**config.mk**
```make
export PLATFORM = sky130hd
export DESIGN_NAME = wishbone_sram_slave
export DESIGN_NICKNAME = d
export VERILOG_FILES = /design/src/rtl/wishbone_sram_slave.sv
export SDC_FILE = /design/constraint.sdc
export NUM_CORES = 1
export LEC_CHECK = 0
export CORE_UTILIZATION = 44
export CTS_CLUSTER_DIAMETER = 50
export DETAILED_ROUTE_END_ITERATION = 10
export PLACE_DENSITY = 0.85
export SLEW_MARGIN = 10
export SYNTH_ARGS = -nofsm -noshare
export SYNTH_HDL_FRONTEND = slang
export SYNTH_SLANG_ARGS = --single-unit
```
**constraint.sdc**
```tcl
create_clock -name clk -period 4.26 [get_ports clk]
set_input_delay 0.852 -clock clk [delete_from_list [all_inputs] [get_ports clk]]
set_output_delay 0.852 -clock clk [all_outputs]
set_load 0.005 [all_outputs]
```
**src/rtl/wishbone_sram_slave.sv**
```systemverilog
// Wishbone classic slave that bridges single transfers onto an asynchronous
// 32-bit SRAM. Read strobe and write pulse lengths are set by parameters.
// Every output comes straight from a flop, so pad timing is predictable.
module wishbone_sram_slave #(
    parameter int WAIT_RD = 2,  // read strobe length in clk cycles, 1..15
    parameter int WAIT_WR = 2   // write-enable pulse length in clk cycles, 1..15
) (
    input  logic        clk,
    input  logic        rst,              // asynchronous, active-low

    // Wishbone slave side
    input  logic        wishbone_cyc_i,
    input  logic        wishbone_stb_i,
    input  logic        wishbone_we_i,
    input  logic [3:0]  wishbone_sel_i,
    input  logic [31:0] wishbone_addr_i,
    input  logic [31:0] wishbone_data_i,
    output logic [31:0] wishbone_data_o,
    output logic        wishbone_ack_o,

    // SRAM side
    output logic [19:0] sram_addr_o,
    input  logic [31:0] sram_data_i,
    output logic [31:0] sram_data_o,
    output logic        sram_data_oe,
    output logic        sram_ce_n,
    output logic        sram_oe_n,
    output logic        sram_we_n,
    output logic [3:0]  sram_be_n
);

    // The wait counter is reloaded with (length - 1) so that the strobe is
    // asserted for exactly "length" cycles while counting down to zero.
    localparam logic [3:0] RD_LOAD = 4'(WAIT_RD - 1);
    localparam logic [3:0] WR_LOAD = 4'(WAIT_WR - 1);

    typedef enum logic [2:0] {
        IDLE    = 3'd0,
        RD      = 3'd1,
        WR      = 3'd2,
        WR_HOLD = 3'd3,
        ACK     = 3'd4
    } state_t;

    state_t     state;
    logic [3:0] wait_cnt;
    // Set when the master abandoned a write; WR_HOLD then returns to IDLE
    // without acknowledging.
    logic       abort_wr;

    // Only the word address bits [21:2] reach the SRAM; the rest are ignored.
    logic unused_addr_bits;
    assign unused_addr_bits = ^{wishbone_addr_i[31:22], wishbone_addr_i[1:0]};

    // Transfer sequencer: the latched request lives in the SRAM-side output
    // registers (sram_addr_o, sram_data_o, sram_be_n), so later changes on
    // the Wishbone inputs cannot affect a transfer once it has started.
    always_ff @(posedge clk or negedge rst) begin
        if (!rst) begin
            state           <= IDLE;
            wait_cnt        <= 4'd0;
            abort_wr        <= 1'b0;
            wishbone_ack_o  <= 1'b0;
            wishbone_data_o <= 32'h0;
            sram_addr_o     <= 20'h0;
            sram_data_o     <= 32'h0;
            sram_data_oe    <= 1'b0;
            sram_ce_n       <= 1'b1;
            sram_oe_n       <= 1'b1;
            sram_we_n       <= 1'b1;
            sram_be_n       <= 4'hF;
        end else begin
            // Ack is a single-cycle pulse; only the transition into ACK sets it.
            wishbone_ack_o <= 1'b0;

            case (state)
                IDLE: begin
                    sram_ce_n    <= 1'b1;
                    sram_oe_n    <= 1'b1;
                    sram_we_n    <= 1'b1;
                    sram_data_oe <= 1'b0;
                    abort_wr     <= 1'b0;
                    if (wishbone_cyc_i && wishbone_stb_i) begin
                        sram_addr_o <= wishbone_addr_i[21:2];
                        sram_data_o <= wishbone_data_i;
                        sram_be_n   <= ~wishbone_sel_i;
                        if (wishbone_we_i) begin
                            if (wishbone_sel_i == 4'h0) begin
                                // Nothing to write: acknowledge without touching the SRAM.
                                state          <= ACK;
                                wait_cnt       <= 4'd0;
                                wishbone_ack_o <= 1'b1;
                            end else begin
                                state        <= WR;
                                wait_cnt     <= WR_LOAD;
                                sram_ce_n    <= 1'b0;
                                sram_we_n    <= 1'b0;
                                sram_data_oe <= 1'b1;
                            end
                        end else begin
                            state     <= RD;
                            wait_cnt  <= RD_LOAD;
                            sram_ce_n <= 1'b0;
                            sram_oe_n <= 1'b0;
                        end
                    end
                end

                RD: begin
                    if (!wishbone_cyc_i) begin
                        // Master gave up: release the SRAM, keep the old read data.
                        state     <= IDLE;
                        wait_cnt  <= 4'd0;
                        sram_ce_n <= 1'b1;
                        sram_oe_n <= 1'b1;
                    end else if (wait_cnt == 4'd0) begin
                        // Last strobe cycle: SRAM data has settled, capture it.
                        state           <= ACK;
                        wishbone_data_o <= sram_data_i;
                        wishbone_ack_o  <= 1'b1;
                        sram_ce_n       <= 1'b1;
                        sram_oe_n       <= 1'b1;
                    end else begin
                        wait_cnt <= wait_cnt - 4'd1;
                    end
                end

                WR: begin
                    if (!wishbone_cyc_i || wait_cnt == 4'd0) begin
                        // End the write pulse; address/data stay driven one more
                        // cycle for hold time even when the write was abandoned.
                        state     <= WR_HOLD;
                        wait_cnt  <= 4'd0;
                        sram_we_n <= 1'b1;
                        abort_wr  <= !wishbone_cyc_i;
                    end else begin
                        wait_cnt <= wait_cnt - 4'd1;
                    end
                end

                WR_HOLD: begin
                    sram_ce_n    <= 1'b1;
                    sram_data_oe <= 1'b0;
                    abort_wr     <= 1'b0;
                    if (abort_wr) begin
                        state <= IDLE;
                    end else begin
                        state          <= ACK;
                        wishbone_ack_o <= 1'b1;
                    end
                end

                ACK: begin
                    // Strobes are already released; wait one cycle in IDLE
                    // before the next request can be taken.
                    state        <= IDLE;
                    sram_ce_n    <= 1'b1;
                    sram_oe_n    <= 1'b1;
                    sram_we_n    <= 1'b1;
                    sram_data_oe <= 1'b0;
                end

                default: begin
                    state        <= IDLE;
                    wait_cnt     <= 4'd0;
                    abort_wr     <= 1'b0;
                    sram_ce_n    <= 1'b1;
                    sram_oe_n    <= 1'b1;
                    sram_we_n    <= 1'b1;
                    sram_data_oe <= 1'b0;
                end
            endcase
        end
    end

endmodule

```
; Yosys cells after proc, flatten, opt, wreduce, memory -nomap -nowiden
; Cells that the tools add are included.
[totals]
latch_bits = 0
elab_cells = 85
regBits = 101
mem_bits_ro = 0
ram_bits = 0
output_inout_bits = 93
n_memories = 0
[op_classes]
bitwise_logic = 6
n_shift = 0
eq_ne = 8
reduce_logical = 19
n_div = 0
addsub = 1
mux = 39
multipliers = 0
order_cmp = 0
[ops]
columns = operator, count
row1 = $mux 3, 7
row2 = $mux 4, 5
row3 = $mux 1, 19
row4 = $pmux 4 s4, 1
row5 = $pmux 1 s3, 4
row6 = $pmux 3 s4, 1
row7 = $reduce_and 2->1, 5
row8 = $reduce_or 2->1, 5
row9 = $reduce_and 3->1, 3
row10 = $logic_not 4->1, 2
row11 = $eq 3x2->1 const B, 2
row12 = $ne 3x3->1 const B, 2
row13 = $not 1->1, 5
row14 = $ne 2x2->1 const B, 2
row15 = $not 4->4, 1
row16 = $pmux 1 s2, 2
row17 = $sub 4x1->4 const B, 1
row18 = $eq 3x1->1 const B, 1
row19 = $eq 3x3->1 const B, 1
row20 = $logic_not 3->1, 1
row21 = $logic_and 1x1->1, 1
row22 = $logic_not 1->1, 1
row23 = $logic_or 1x1->1, 1

; Longest topological paths before layout
; Gate-level depths: netlist of run 1.
[depth]
ltp_word = 5
mapped_depth = 7
ltp_nobuf = 6

; Worst setup path after synthesis of run 1
; OpenSTA, ideal clock, no wires.
[synth_timing]
path_kind = input -> register
start = input wishbone_cyc_i
end = register sram_addr_o[0]
path_stages = 5
slack_ps = 2385
t_arrival_ps = 1750
required_ps = 4135
cell_sequence = and2b_2 -> nand3_2 -> buf_6 -> buf_6 -> mux2_4
[synth_via]
elab_chain_len = 2
[synth_lines]
columns = item, line_no
row1 = from (decl), 12  ; input logic wishbone_cyc_i,
row2 = $logic_and 1x1->1, 83  ; if (wishbone_cyc_i && wishbone_stb_i) begin
row3 = $reduce_and 2->1 (no source line), -
row4 = to (signal assigned), 84  ; sram_addr_o <= wishbone_addr_i[21:2];
row5 = to (decl), 22  ; output logic [19:0] sram_addr_o,
; No other way between the ends.
; A chain may end at the register's enable or synchronous reset.

; Worst setup path in the final report of run 1
[layout_timing]
start = input wishbone_cyc_i
end = register sram_data_o[6]
[layout_via]
elab_chain_len = 2
[layout_lines]
columns = item, line_no
row1 = $logic_and 1x1->1, 83
row2 = $reduce_and 2->1 (no source line), -
row3 = to (signal assigned), 85  ; sram_data_o <= wishbone_data_i;
row4 = to (decl), 24  ; output logic [31:0] sram_data_o,
; No other way between the ends.

==> summary.txt, run 1 <==
Clocking
  – Clock buffer depth: 2
  – H-tree depth: 3
  – Hold_buf cts: 0
  – Worst-Skew Late Latency: 0.38 ns
  – CTS root buf: clkbuf_8
  – CTS buffer count: 9
  – Cts repair resizes: 0
  – Post-CTS setup repair buffer count: 0
  – CTS tree: built
  – Clock transition at path regs: 0.10 ns
  – Clock tree sinks: 101

Route
  – Detailed-router iteration count before antenna repair: 4
  – Top sig layer: met4
  – Routed WL per cell: 16.2 microns
  – DR DRC count: 0
  – Wire length on met3: 759 microns
  – Routed met1 length: 3670 microns
  – Post-DRT Antenna Nets: 0
  – Routed WL: 9490 microns
  – DR WL met2: 4920 microns
  – 1st-iter DRT viols: 128
  – Vias after detailed routing: 2826
  – Via density: 4.83

Yosys
  – Part of the Yosys area used for sequential elements: 60.3%
  – Yosys warning count: 0
  – Yosys top cell by area: dfrtp_1
  – Asr flop ratio synth: 100%
  – Number of flops mapped to enable cells by yosys: 0
  – Post-Syn Area: 4200 sq um
  – Syn_area_per_cell: 15.9 sq um
  – Mapped Cells: 265
  – #FFs+latches synth: 101
  – Synth area leaders: dfrtp_1 56%, mux2_2 15%, mux2_4 10%, dfstp_2 4.4%, buf_6 2.1%
  – Top FF cell, synth: dfrtp_1
  – Post-synthesis cell type count: 42
  – Post-synth top area share: 56.0%
  – Syn nets: 372

STA
  – Setup violations, final: 0
  – Fin crit period: 2.65 ns
  – Final hold vios: 0
  – Top achievable clock speed: 377 MHz
  – Fin crit share: 62.3%
  – Setup tns final: 0 ns
  – Final clock skew: 0.0168 ns
  – Unrepaired setup endpoints after global routing: no
  – Fin. max-slew vios: 0
  – Hold_ws: 0.488 ns
  – Slew HR: 38.4%
  – Least-Margin Pin Slew: 0.925 ns
  – Setup ws final: 1.61 ns

Worst setup path
  – WS Path Type: input pin to flip-flop
  – CP Max Fanout: 66
  – Critical Path Max Stage Delay: 0.69 ns
  – Crit-path cells: clkdlybuf4s50_1 > and2b_2 > nand3_4 > buf_4 > mux2_2
  – Critical Path AT: 2.92 ns
  – CP Buf/Inv Count: 2
  – Highest-delay cell along the critical path: buf_4
  – Crit. End Element: flip-flop
  – Worst Path Required: 4.52 ns
  – Startpoint types: input pin
  – Largest delay share family, worst path: buffers and inverters

Pwr
  – Lkg Pwr: 2.71 nW
  – Peak VDD IR: 0.336 mV
  – Pwr dens: 687 nW/um^2

Layout
  – Area of the multi-input gates: 1550 sq um
  – # nets final: 558
  – Storage element area: 2540 sq um
  – Util after Layout: 68.6%
  – Share of layout cells above drive strength 1: 26.8%
  – Fill cells: 669
  – Area Overhead vs Synth: 50.7%
  – Antenna diodes: 0

Global route
  – All-Layer GR Usage: 19.8%
  – First-pass GRT wire length: 15100 microns
  – Largest net degree at the start of global routing: 69
  – Initial antenna violation count: 0
  – Grt total ovfl: 0
  – Vias in the first global route: 3034

Die
  – Core region area: 9240 sq um
  – Row Count: 35
  – Initial Util: 45.5%
  – Chip height: 99.7 microns
  – Die Wd: 99.7 microns
  – I/O pin count: 198
  – DIE AREA: 9950 sq um

Placed design
  – GPL Wtd Cong: 0.788
  – # port buffers: 185
  – DP HPWL: 6970 microns
  – Post-place setup slack: 1.22 ns

Min path
  – Hold Path Class: flip-flop to flip-flop

Outcome
  – Run status: complete, no violations

Run
  – Maxcap violations: 0
-- power by group --
part           switching, W  internal (W)  total (W)
clock network      0.000371      0.000233   0.000604
logic              0.000621       0.00140    0.00202
registers          0.000287       0.00144    0.00173
total               0.00128       0.00307    0.00435
-- registers in the layout, summed over array words and instances (netlist names), 3 cells and up --
signal,flops
sram_data_o,32
wishbone_data_o,32
sram_addr_o,20
sram_be_n,4
wait_cnt,4
state,3
-- layout by cell type (no fill, tap or decap), drive strengths merged, types with 2 or more instances in the layout --
cell / n
nand3: 2
o31ai: 2
buf: 4
o31a: 2
nand4bb: 2
clkinv: 5
a211oi: 3
nor2b: 4
mux2: 86
a21oi: 4
nand2: 10
clkdlybuf4s50: 184
o32a: 2
inv: 5
dfrtp: 94
dfstp: 7
o21ai: 10
or4: 2
clkbuf: 9
ha: 2
-- synthesized netlist by cell type, types with 3 or more instances --
master / count
a21oi_1: 4
buf_2: 3
buf_6: 8
dfrtp_1: 94
dfstp_2: 7
inv_1: 3
mux2_2: 57
mux2_4: 29
nand2_1: 10
o21ai_0: 9
-- worst paths after layout --
check,startpoint,to,slack (ns),cells after the start
hold reg to reg,sram_be_n[2]$_DFFE_PN1P_,sram_be_n[2]$_DFFE_PN1P_,0.49,2
max in group asynchronous,rst,sram_we_n$_DFFE_PN1P_,2.80,2
setup reg to reg,state[2]$_DFFE_PN0P_,sram_data_o[6]$_DFFE_PN0P_,1.97,4
hold / removal,sram_be_n[2]$_DFFE_PN1P_,sram_be_n[2]$_DFFE_PN1P_,0.49,2
setup / recovery,wishbone_cyc_i,sram_data_o[6]$_DFFE_PN0P_,1.61,5
min in group asynchronous,rst,wishbone_data_o[28]$_DFFE_PN0P_,0.58,1
-- per-layer routing --
| metal | global-route usage, % | up-vias |
|---|---|---|
| li1 | - | 1326 |
| met1 | 23.2 | 1372 |
| met2 | 33.5 | 116 |
| met3 | 6.89 | 12 |
| met4 | 7.35 | 0 |
| met5 | 0 | - |
-- worst register-to-register path, stage by stage (launching register included) --
cell and delay [ns]:
dfrtp_1 0.62, and2b_2 0.32, nand3_4 0.08, buf_4 0.69, mux2_2 0.48
-- logic make-up after synthesis --
group,count (synthesis),synth area share (%)
AO/OA/AOI/OAI,31,5.33
buffers and inverters,16,2.95
AND/OR/NAND/NOR,29,5.18
adder cells (fa/ha/maj),2,0.595
multiplexers,86,25.6
flip-flops,101,60.3
-- layout make-up --
cell class / count / share of cell area [%]
repair buffers: 188 / 29.5
well taps: 129 / 2.55
clock buffers: 9 / 1.95
clock inverters: 7 / 1.28
inverters: 3 / 0.178
multi-input cells: 148 / 24.5
flip-flops and latches: 101 / 40.0
-- metrics by stage --
step / std cells / power, W / cell area [sq um]
2_1_floorplan: 265 / 0.00264 / 4200
3_3_place_gp: 569 / 0.00369 / 6130
3_5_place_dp: 569 / 0.00379 / 6130
4_1_cts: 585 / 0.00441 / 6340
5_1_grt: 585 / 0.00463 / 6340
6_report: 585 / 0.00435 / 6340
Note: power is estimated with default switching activity, not from simulation.
==> inputs of run 2 (changes only) <==
CORE_UTILIZATION = 41   (was 44)
PLACE_DENSITY = 0.8   (was 0.85)
clock period = 2.65 ns   (was 4.26 ns; I/O delays follow)
==> summary.txt, run 2 (same netlist as run 1, synthesis figures left out) <==
Layout
  – Antenna diodes: 0
  – Commonest non-fill, non-tap cell in the layout: clkdlybuf4s50_1
  – Top flop regs: sram_data_o (32), wishbone_data_o (32), sram_addr_o (20)
  – # nets final: 558
  – Commonest cells after routing, fill and taps aside: 184 x clkdlybuf4s50_1, 94 x dfrtp_1, 57 x mux2_2, 29 x mux2_4, 10 x nand2_1
  – Share of layout cells above drive strength 1: 26.5%
  – Area Overhead vs Synth: 51.3%

Clocking
  – Post-CTS setup repair buffer count: 0
  – H-tree depth: 3
  – Cts repair resizes: 0
  – CTS root buf: clkbuf_8
  – CTS buffer count: 9
  – CTS tree: built
  – Clock transition at path regs: 0.09 ns
  – Clock tree sinks: 101
  – Clock buffer depth: 2
  – Hold_buf cts: 0
  – Worst-Skew Late Latency: 0.36 ns

STA
  – Fin. max-slew vios: 0
  – Fin crit period: 2.03 ns
  – Setup tns final: 0 ns
  – Least-Margin Pin Slew: 0.540 ns
  – Top achievable clock speed: 492 MHz
  – Hold_ws: 0.199 ns
  – Setup ws final: 0.617 ns
  – Final clock skew: 0.0186 ns
  – Unrepaired setup endpoints after global routing: no
  – Final hold vios: 0
  – Fin crit share: 76.7%
  – Setup violations, final: 0
  – Slew HR: 64.0%

Worst setup path
  – Critical Path Max Stage Delay: 0.44 ns
  – Crit. End Element: flip-flop
  – WS Path Type: flip-flop to flip-flop
  – Critical Path AT: 2.28 ns
  – Worst Path Required: 2.89 ns
  – R2r startpoint: wait_cnt[0]$_DFFE_PN0P_
  – Startpoint types: flip-flop
  – CP Max Fanout: 33
  – Critical Path Source: wait_cnt[0]$_DFFE_PN0P_
  – Highest-delay cell along the critical path: dfrtp_1
  – Crit-path cells: inv_1 > ha_1 > nor3b_4 > nand3_4 > mux2_2

Die
  – DIE AREA: 10700 sq um
  – I/O pin count: 198
  – Row Count: 36
  – Die Wd: 103 microns
  – Chip height: 103 microns
  – Core region area: 9860 sq um
  – Initial Util: 42.6%

Global route
  – Met1 usage: 20.1%
  – All-Layer GR Usage: 17.0%
  – Grt total ovfl: 0
  – First-pass GRT wire length: 13900 microns
  – M3 GR Usage: 6.79%
  – Largest net degree at the start of global routing: 102
  – Grt met2 use: 28.6%
  – Initial antenna violation count: 0
  – Vias in the first global route: 2983
  – Grt peak-use layer: met2

Route
  – Post-DRT Antenna Nets: 0
  – Via density: 4.86
  – Vias after detailed routing: 2861
  – Routed WL: 9150 microns
  – Routed WL per cell: 15.5 microns
  – 1st-iter DRT viols: 73
  – DR DRC count: 0
  – Detailed-router iteration count before antenna repair: 4

Run
  – Maxcap violations: 0

Min path
  – Hold Path Class: input pin to asynchronous set/reset pin

Placed design
  – GPL Wtd Cong: 0.755
  – # port buffers: 185
  – DP HPWL: 6520 microns
  – Post-place setup slack: 0.281 ns

Pwr
  – Peak VDD IR: 0.513 mV
  – Lkg Pwr: 2.72 nW
  – Pwr dens: 1100 nW/um^2
  – Tot Pwr: 0.00699 W

Outcome
  – Run status: complete, no violations
## run 2: cell types whose count changed in the layout (fill, tap and decap cells not counted), sizes merged
| cell | before | now |
|---|---|---|
| clkbuf | 9 | 10 |
| bufinv | 0 | 1 |
| clkinvlp | 0 | 1 |
| clkinv | 5 | 2 |
## run 2: worst paths after layout
kind                            cells after the start  slack (ns)                              end
worst max register to register                      5        0.62  wishbone_data_o[12]$_DFFE_PN0P_
max in group asynchronous                           2        2.00            sram_we_n$_DFFE_PN1P_
min in group clk                                    2        0.49         sram_be_n[0]$_DFFE_PN1P_
worst min register to register                      2        0.49         sram_be_n[0]$_DFFE_PN1P_
worst max-delay path                                5        0.62  wishbone_data_o[12]$_DFFE_PN0P_
worst min-delay path                                2        0.20  wishbone_data_o[29]$_DFFE_PN0P_
## run 2: area by class of cell
type	instances	area, sq um
Clock buffer	10	128
Clock inverter	6	68.8
Fill cell	739	3510
Inverter	3	11.3
Multi-Input combinational cell	148	1550
Sequential cell	101	2540
Tap cell	133	166
Timing Repair Buffer	188	1900
## run 2: routing by layer
| layer | vias to the layer above | routed length [microns] |
|---|---|---|
| met3 | 14 | 763 |
| met4 | 0 | 142 |
| met1 | 1395 | 3790 |
| met2 | 128 | 4450 |
| li1 | 1324 | - |
| met5 | - | 0 |
## run 2: worst max-delay path, delay by kind of cell, from the launching register on
kind | cells | cell delay (ns)
adders and majority gates | 1 | 0.17
buffers and inverters | 1 | 0.11
DFF | 1 | 0.44
muxes | 1 | 0.42
and+or+nand+nor | 2 | 0.76
## run 2: report_power, final
part / leakage [nW] / switching, W / internal (W)
combinational: 1.41 / 0.000981 / 0.00226
sequential: 1.21 / 0.000448 / 0.00232
clock: 0.0973 / 0.000538 / 0.000445
total: 2.72 / 0.00197 / 0.00502
## run 2: metrics by stage
step           utilization [%]  cells  instance area (sq um)
6_report                  64.5    589                   6360
5_1_grt                   64.5    589                   6360
4_1_cts                   64.5    589                   6360
3_5_place_dp              62.5    573                   6160
3_3_place_gp              62.5    573                   6160
2_1_floorplan                -    265                   4200
